## src/rtl/bus_arbiter.sv

```systemverilog
// -----------------------------------------------------------------------------
// bus_arbiter
//   Two-master, one-slave arbiter for the pipelined memory bus
//   (Cyc/Stb/We/Ack/Stall). Master 0 is the instruction-cache line fill
//   (read-only), master 1 is the load/store unit. The grant is registered and
//   held for the whole Cyc assertion of a master, with round-robin on ties.
//   The granted master's signals pass combinationally to the bus. The other
//   master sees Stall=1 and Ack=0.
//
// Optional feature: define BUS_TIMEOUT_EN to abort a grant that has gone
//   TIMEOUT cycles without an Ack. The default build has no counter, and
//   MxError is tied to 0.
//
// Ports
//   Clock, Reset                 clock (rising edge), async active-low reset
//   M0Cycle/M0Strobe/M0Address   master 0 request (bus We forced 0)
//   M0DataOut/M0Acknowledge/M0Stall/M0Error   responses to master 0
//   M1Cycle/M1Strobe/M1ReadWrite/M1Address/M1DataIn/M1Select   master 1 request
//   M1DataOut/M1Acknowledge/M1Stall/M1Error   responses to master 1
//   BusCycle/BusStrobe/BusReadWrite/MemoryAddress/MemoryDataOut/BusSelect
//                                muxed bus request towards the slave
//   BusAcknowledge/BusStall/MemoryDataIn   slave responses
//
// State table
//   state   | meaning
//   IDLE    | no grant; bus driven to zeros, both masters stalled
//   GNT0    | master 0 owns the bus until it drops M0Cycle
//   GNT1    | master 1 owns the bus until it drops M1Cycle
// -----------------------------------------------------------------------------
module bus_arbiter #(
   parameter int ADDR_W  = 32,
   parameter int DATA_W  = 32,
   parameter int TIMEOUT = 255
) (
   input  logic                Clock,
   input  logic                Reset,
   input  logic                M0Cycle,
   input  logic                M0Strobe,
   input  logic [ADDR_W-1:0]   M0Address,
   output logic [DATA_W-1:0]   M0DataOut,
   output logic                M0Acknowledge,
   output logic                M0Stall,
   output logic                M0Error,
   input  logic                M1Cycle,
   input  logic                M1Strobe,
   input  logic                M1ReadWrite,
   input  logic [ADDR_W-1:0]   M1Address,
   input  logic [DATA_W-1:0]   M1DataIn,
   input  logic [DATA_W/8-1:0] M1Select,
   output logic [DATA_W-1:0]   M1DataOut,
   output logic                M1Acknowledge,
   output logic                M1Stall,
   output logic                M1Error,
   output logic                BusCycle,
   output logic                BusStrobe,
   output logic                BusReadWrite,
   output logic [ADDR_W-1:0]   MemoryAddress,
   output logic [DATA_W-1:0]   MemoryDataOut,
   output logic [DATA_W/8-1:0] BusSelect,
   input  logic                BusAcknowledge,
   input  logic                BusStall,
   input  logic [DATA_W-1:0]   MemoryDataIn
);

   typedef enum logic [1:0] {
      ST_IDLE = 2'd0,
      ST_GNT0 = 2'd1,
      ST_GNT1 = 2'd2
   } state_t;

   state_t state_q, state_d;
   logic   last_grant_q, last_grant_d;
   logic   gnt_cyc;
   logic   timeout_hit;
   logic [1:0] blocked;
   logic   req0, req1;

   // Read data is broadcast unqualified; Ack/Stall carry the qualification.
   assign M0DataOut = MemoryDataIn;
   assign M1DataOut = MemoryDataIn;

   // The granted master still holds Cyc; this is the only time the bus is active.
   assign gnt_cyc = ((state_q == ST_GNT0) && M0Cycle) || ((state_q == ST_GNT1) && M1Cycle);

`ifdef BUS_TIMEOUT_EN
   localparam int CNT_W = (TIMEOUT > 2) ? $clog2(TIMEOUT) : 1;
   localparam logic [CNT_W-1:0] CNT_TC = CNT_W'(TIMEOUT - 1);

   logic [CNT_W-1:0] cnt_q, cnt_d;
   logic [1:0]       blocked_q, blocked_d;

   assign timeout_hit = gnt_cyc && !BusAcknowledge && (cnt_q == CNT_TC);
   assign blocked     = blocked_q;

   always_comb begin
      cnt_d = cnt_q;
      if ((state_d != state_q) || BusAcknowledge) begin
         cnt_d = '0;
      end else if (gnt_cyc) begin
         cnt_d = cnt_q + 1'b1;
      end
   end

   // A faulted master stays locked out until it lets go of Cyc.
   always_comb begin
      blocked_d = blocked_q & {M1Cycle, M0Cycle};
      if (timeout_hit) begin
         if (state_q == ST_GNT0) blocked_d[0] = 1'b1;
         if (state_q == ST_GNT1) blocked_d[1] = 1'b1;
      end
   end

   always_ff @(posedge Clock or negedge Reset) begin
      if (!Reset) begin
         cnt_q     <= '0;
         blocked_q <= 2'b00;
      end else begin
         cnt_q     <= cnt_d;
         blocked_q <= blocked_d;
      end
   end
`else
   logic unused_timeout;
   assign unused_timeout = (TIMEOUT != 0);
   assign timeout_hit    = 1'b0;
   assign blocked        = 2'b00;
`endif

   assign req0 = M0Cycle && !blocked[0];
   assign req1 = M1Cycle && !blocked[1];

   // last=1 means master 1 was served last, so master 0 wins a tie.
   function automatic state_t pick(input logic r0, input logic r1, input logic last);
      state_t s;
      if (r0 && r1)  s = last ? ST_GNT0 : ST_GNT1;
      else if (r0)   s = ST_GNT0;
      else if (r1)   s = ST_GNT1;
      else           s = ST_IDLE;
      pick = s;
   endfunction

   always_ff @(posedge Clock or negedge Reset) begin
      if (!Reset) begin
         state_q      <= ST_IDLE;
         last_grant_q <= 1'b1;
      end else begin
         state_q      <= state_d;
         last_grant_q <= last_grant_d;
      end
   end

   // On release the next owner is chosen at the same edge, so handover has no dead cycle.
   always_comb begin
      state_d      = state_q;
      last_grant_d = last_grant_q;
      case (state_q)
         ST_GNT0: begin
            if (timeout_hit) begin
               state_d      = ST_IDLE;
               last_grant_d = 1'b0;
            end else if (!M0Cycle) begin
               last_grant_d = 1'b0;
               state_d      = pick(req0, req1, 1'b0);
            end
         end
         ST_GNT1: begin
            if (timeout_hit) begin
               state_d      = ST_IDLE;
               last_grant_d = 1'b1;
            end else if (!M1Cycle) begin
               last_grant_d = 1'b1;
               state_d      = pick(req0, req1, 1'b1);
            end
         end
         default: begin
            state_d = pick(req0, req1, last_grant_q);
         end
      endcase
   end

   // Outputs depend only on the registered state, so a grant change can never
   // leak a strobe from a master that does not own the bus.
   always_comb begin
      BusCycle      = 1'b0;
      BusStrobe     = 1'b0;
      BusReadWrite  = 1'b0;
      MemoryAddress = '0;
      MemoryDataOut = '0;
      BusSelect     = '0;
      M0Acknowledge = 1'b0;
      M1Acknowledge = 1'b0;
      M0Stall       = 1'b1;
      M1Stall       = 1'b1;
      M0Error       = 1'b0;
      M1Error       = 1'b0;
      case (state_q)
         ST_GNT0: begin
            BusCycle      = M0Cycle;
            BusStrobe     = M0Strobe;
            MemoryAddress = M0Address;
            // Line fills always read whole words.
            BusSelect     = '1;
            M0Acknowledge = BusAcknowledge;
            M0Stall       = BusStall;
            M0Error       = timeout_hit;
         end
         ST_GNT1: begin
            BusCycle      = M1Cycle;
            BusStrobe     = M1Strobe;
            BusReadWrite  = M1ReadWrite;
            MemoryAddress = M1Address;
            MemoryDataOut = M1DataIn;
            BusSelect     = M1Select;
            M1Acknowledge = BusAcknowledge;
            M1Stall       = BusStall;
            M1Error       = timeout_hit;
         end
         default: ;
      endcase
   end

endmodule

```

## config.mk

```make
export PLATFORM = sky130hd
export DESIGN_NAME = bus_arbiter
export DESIGN_NICKNAME = d
export VERILOG_FILES = /design/src/rtl/bus_arbiter.sv
export SDC_FILE = /design/constraint.sdc
export NUM_CORES = 1
export LEC_CHECK = 0
export BUFFER_PORTS_ARGS = -buffer_cell sky130_fd_sc_hd__buf_2
export CAP_MARGIN = 25
export CORE_AREA = 2 2 110 112
export DETAILED_ROUTE_END_ITERATION = 6
export DIE_AREA = 0 0 112 114
export GPL_ROUTABILITY_DRIVEN = 1
export HOLD_SLACK_MARGIN = 0.06
export PLACE_DENSITY = 0.5
export SLEW_MARGIN = 25
export SYNTH_ARGS = -nofsm -noshare
export SYNTH_HDL_FRONTEND = slang
export SYNTH_SLANG_ARGS = --single-unit
export TNS_END_PERCENT = 50
```

## constraint.sdc

```tcl
create_clock -name Clock -period 4.1 [get_ports Clock]
set_clock_uncertainty 0.15 [all_clocks]
set_input_delay 0.41 -clock Clock [delete_from_list [all_inputs] [get_ports Clock]]
set_output_delay 0.41 -clock Clock [all_outputs]
set_load 0.005 [all_outputs]
```

Word level (Yosys, flattened, before mapping)
Cells that the tools add are included.
{ "word_totals": {"register_bits": 3, "in_bits": 141, "output_inout_bits": 141, "wordCells": 33} }
{ "classes": {"n_eq_ne": 4, "n_mux": 23, "reduce_logical": 4} }
{ "op_table": {"columns": ["operator", "count"], "rows": [
  ["case mux 32 bit (2 select lines)", 1],
  ["two-way mux 32 bit", 1],
  ["two-way mux 2 bit", 7],
  ["two-way mux 1 bit", 9],
  ["case mux 4 bit (2 select lines)", 1],
  ["case mux 1 bit (2 select lines)", 3],
  ["!= test 2 bit, second input constant", 2],
  ["case mux 2 bit (2 select lines)", 1],
  ["AND reduction 3 bit", 1],
  ["equality test 2 x 1 -> 1 bit, second input constant", 1],
  ["equality test 2 bit, second input constant", 1],
  ["AND reduction 2 bit", 1],
  ["nonzero test 2 bit", 1],
  ["logical AND 1 bit", 1]
]} }

Logic depth before layout (Yosys ltp)
{ "logic_depth": {"depth_word": 4, "depth_mapped": 6, "ltp_nobuf": 5} }

Least setup slack after synthesis
Ideal clock, no wire load.
{ "synth_path": {"path_kind": "reg-to-output", "from": "register state_q[0]", "to": "output BusSelect[0]", "arrival_ps": 1182, "t_required_ps": 3540, "setup_slack_ps": 2358, "path_stages_with_launch": 6, "n_path_buf": 2, "cell_sequence": "dfrtp_1 inv_1 ha_1 buf_4 buf_4 nor2_1"} }
{ "synth_between": {"elab_chain_len": 2, "word_cells_on_any_way": 3, "cone_classes": "2 x eq/ne; 1 x mux"} }
{ "synth_lines": {"columns": ["element", "line_no", "rtl"], "rows": [
  ["from (decl)", "71", "state_t state_q, state_d;"],
  ["from (signal assigned)", "147", "state_q <= state_d;"],
  ["equality test 2 bit / equality test 2 x 1 -> 1 bit (equally long branches)", "196", "case (state_q)"],
  ["case mux 4 bit (2 select lines) *", "196", null],
  ["to (decl)", "59", "output logic [DATA_W/8-1:0] BusSelect,"]
]} }
Every way passes the cells marked *; elsewhere a longest branch is shown, timed or not.

Worst setup path after layout
{ "layout_path": {"from": "register state_q[1]", "to": "output BusCycle"} }
{ "layout_between": {"elab_chain_len": 2, "word_cells_on_any_way": 3, "cone_classes": "2 x eq/ne; 1 x mux"} }
{ "layout_lines": {"columns": ["element", "line_no", "rtl"], "rows": [
  ["equality test 2 bit / equality test 2 x 1 -> 1 bit (equally long branches)", "196", null],
  ["case mux 1 bit (2 select lines) *", "196", null],
  ["to (decl)", "54", "output logic BusCycle,"]
]} }
Marked as above.

==> results.md <==
- The count of non-filler cells in the finished layout is 472.
- The starting DRC count in detailed routing is 75.
- The setup total negative slack is 0 ns.
- After technology mapping, the gate count stands at 217.
- The kind of critical path is flip-flop to output port.
- In this design, the stage delay of the slowest critical-path cell is 0.73 ns.
- The capture point of the worst path is BusCycle.
- In the routed design, unresolved DRC markers number 0.
- The global placer's final weighted congestion is 0.7277.
- In the layout the commonest cells are 183 x sky130_fd_sc_hd__buf_2, 38 x sky130_fd_sc_hd__nor2_1, 35 x sky130_fd_sc_hd__and2_1.
- The initial antenna violation count came to 0.
- Across the whole layout, storage elements account for 76.32 sq um.
- The run finished with clean final reports.
- The combinational share of power is 0.784.
- The clock passes through at most 2 buffers.
- The average size of a mapped cell is 6.746 sq um.
- The setup slack of the critical path after layout is 1.496 ns.
- The total overflow left after global routing is 0.
- The combined area of the multi-input logic cells is 775.7 sq um.
- VDD sags by at most 0.1856 mV.
- The placed wire-length estimate after detailed placement is 4141 um.
- Setup repair after global routing left no endpoint under its margin.
- The power per unit of standard cell area is 474.0 mW/mm^2.
- Setup violations remaining at the end of the flow were counted as 0.
- The critical path's slowest cell is sky130_fd_sc_hd__ha_2.
- Using the TritonRoute via totals, the vias-per-cell ratio works out to 3.744.
- For this design the total switching power over the nets is 0.0004707 W.
- From bottom edge to top edge, the die measures 114 um.
- The site row count is 40.
- The final design area excluding fillers is 0.002067 sq mm.
- Derived from the worst setup path, the maximum achievable clock frequency is 384.0 MHz.
- The part of the Yosys area used for sequential elements is 0.05214.
- Once layout is complete, the utilization of the core stands at 0.1765.
- In the final layout, the share of cells above drive strength 1 is 0.5908.
- The kind of cell with the highest combined delay along the critical path is adder cells.
- The transition time at the pin with the least slew margin is 0.8470 ns.
- The detail route stage leaves a number of antenna-violating nets equal to 0.
- The number of fill cells is 1334.
- The aggregate routed wire length is 5133 um.
- The final max-slew violation count is 0.
- STA classifies the critical path startpoint as a flip-flop.
- The pre-antenna-repair detailed-routing pass consisted of 4 iterations.
- Max-cap violations in this run came to 0.
- The die covers 0.01277 sq mm.
- For this configuration, the core starts out at a cell density of 0.1250.
- The cell sitting at the root of the clock tree is a sky130_fd_sc_hd__clkbuf_16.
- Dividing the detail-routed wire length by the instance count gives 10.88 um.
- For this run, the total global-route usage over all layers was measured as 0.06958.
- The mapped netlist covers 0.001464 sq mm.
- At the placement stage, the worst setup path has a slack of 1.609 ns.
- Once placement finished, the instance area stood at 0.001976 sq mm.
- The hold path startpoint is M0Cycle.
- The worst reg2reg path endpoint is state_q[1]$_DFFE_PN0P_.
- The count of buffering cells on the critical path with inverters included is 2.
- The die is 112 um wide.
- TritonCTS built the clock tree.
- The total area inside the core boundary comes to 0.01171 sq mm.
- The worst hold path class is primary input to flip-flop.
- After layout, the minimum clock period comes to 2.604 ns.
- The launching instance or port of the critical path is state_q[1]$_DFFE_PN0P_.
- The worst register-to-register path has a depth of 5.
- The largest fanout on the critical path is 43.
- The leakage power total is 1.197 nW.
- In this run the number of H-tree levels came out at 1.
- For the worst setup path, the data required time is 3.54 ns.
- The library cell used most frequently in the layout, excluding fill and tap cells, is sky130_fd_sc_hd__buf_2.
- The number of placed cells counting well taps is 467.
- The count of warnings emitted by yosys is 0.
- The maximum number of pins on one net before global-route repair is 44.
- The number of clock sinks is 3.
- The count of endpoints failing hold in the final timing report is 0.
- The synthesized design contains 3 register bits.
- Of the total power, the clock network draws 0.156.
- In this run the tightest slew margin relative to its limit is 0.4354.
- Pin placement for this block handled 282 I/O pins.
- Walking the worst path, the cells encountered are inv_1 -> ha_2 -> a22o_1 -> nor2b_1 -> buf_2.
- In this run the number of cells on the critical path is 5.
- The switching portion of total power is 0.4804.
- The reg2reg setup slack is 2.15 ns.
- For the worst-skew pair, the clock arrives at the later sink with an insertion delay of 0.22 ns.
- Dividing the final minimum period by the clock period gives 0.6351.
- The via count of the first global-routing pass is 1620.
- The sort of element at the end of the critical path is an output port.
- Clock-pin slew was measured on the worst setup and hold paths at 0.03 ns.
- The internal power of the cells totals 0.0005091 W.
- The startpoint identified for the worst register-to-register timing path is state_q[1]$_DFFE_PN0P_.
- Relative to the synthesized area, the layout overhead comes to 41.20%.
- The number of CTS-inserted buffers is 3.
- The first global-routing pass estimated 7403 um of wire.
- The final route contains 1767 vias.
- The count of antenna diodes in the layout is 0.
- The sequential share of power is 0.060.
- At the worst endpoint, the arrival time is 2.04 ns.
- The quantity of I/O buffers inserted on ports is 183.
- The net total in the final layout is 470.
- Synthesis instantiated 22 different standard cells from the library.
[repair_timing]
item	4_1_cts	5_1_grt
hold buffers	1	0
hold endpoints to repair	3	0
buffers inserted	0	0
resized for setup	0	0
[flip-flops by register name (all words and copies together) (netlist names)]
signal / count
state_q: 2
last_grant_q: 1
[metrics by stage]
step	hold slack (ns)	total power, W
finish	0.3528	0.0009798
global route	0.3627	0.001099
CTS	0.3542	0.001002
detailed placement	0.05800	0.0008418
global placement	0.05878	0.0008235
floorplan	-0.03559	0.0006186
[cells by family (layout without fill, tap and decap cells)]
kind of cell,Yosys count,after routing,share of synthesized area
adder cells (fa/ha/maj),3,3,0.02564
buffers and inverters,86,193,0.4239
flip-flops,3,3,0.05214
multiplexers,1,1,0.006838
AO/OA/AOI/OAI,44,44,0.2214
AND/OR/NAND/NOR,79,79,0.2675
other,1,2,0.002562
[routing by layer]
metal | wire (um) | part of all wire | vias up | GRT usage
li1 | - | - | 863 | -
met1 | 1923 | 0.37 | 781 | 0.07680
met2 | 2539 | 0.49 | 104 | 0.1265
met3 | 573 | 0.11 | 19 | 0.02019
met4 | 97 | 0.019 | 0 | 0.02683
met5 | 0 | 0 | - | 0
[worst register-to-register path, delay by kind of cell (launching register included)]
kind,cells,cell delay [ns]
AO/OA/AOI/OAI,2,0.40
adder cells (fa/ha/maj),1,0.73
flip-flops,1,0.40
AND/OR/NAND/NOR,1,0.09
buffers and inverters,1,0.08
[power by group through the flow]
| stage | Combinational, W | Clock, W | Sequential [W] |
|---|---|---|---|
| floorplan | 0.000563 | 0 | 0.0000555 |
| global placement | 0.000766 | 0 | 0.0000573 |
| detailed placement | 0.000784 | 0 | 0.0000583 |
| CTS | 0.000787 | 0.000156 | 0.0000579 |
| global route | 0.000877 | 0.000161 | 0.0000604 |
| finish | 0.000768 | 0.000153 | 0.0000584 |
[synth_stat cells, drive strengths merged]
| cell type | instances | share of area |
|---|---|---|
| a21oi | 6 | 0.021 |
| a22o | 1 | 0.0060 |
| a22oi | 33 | 0.17 |
| and2 | 35 | 0.15 |
| buf | 82 | 0.41 |
| clkbuf | 1 | 0.0026 |
| conb | 1 | 0.0026 |
| dfrtp | 2 | 0.034 |
| dfstp | 1 | 0.018 |
| ha | 3 | 0.026 |
| inv | 3 | 0.0077 |
| mux2i | 1 | 0.0068 |
| nand2 | 3 | 0.0077 |
| nand2b | 2 | 0.0085 |
| nor2 | 38 | 0.097 |
| nor2b | 1 | 0.0043 |
| o21a | 1 | 0.0051 |
| o21ai | 1 | 0.0034 |
| o221ai | 1 | 0.0060 |
| o41ai | 1 | 0.011 |
[worst min path at each step]
stage / end / depth (start not counted) / slack (ns)
floorplan: state_q[0]$_DFFE_PN0P_ / 0 / -0.04
global placement: state_q[1]$_DFFE_PN0P_ / 1 / 0.06
detailed placement: state_q[0]$_DFFE_PN0P_ / 1 / 0.06
CTS: state_q[0]$_DFFE_PN0P_ / 3 / 0.35
global route: state_q[1]$_DFFE_PN0P_ / 3 / 0.36
finish: state_q[0]$_DFFE_PN0P_ / 3 / 0.35
[cell type report]
class,count,share of cell area
multi-input combinational,129,0.3753
inverter,3,0.005448
sequential,3,0.03692
timing repair buffer,186,0.4552
clock buffer,4,0.03814
tap,147,0.08898
No activity file was read; power rests on OpenSTA's default activity.
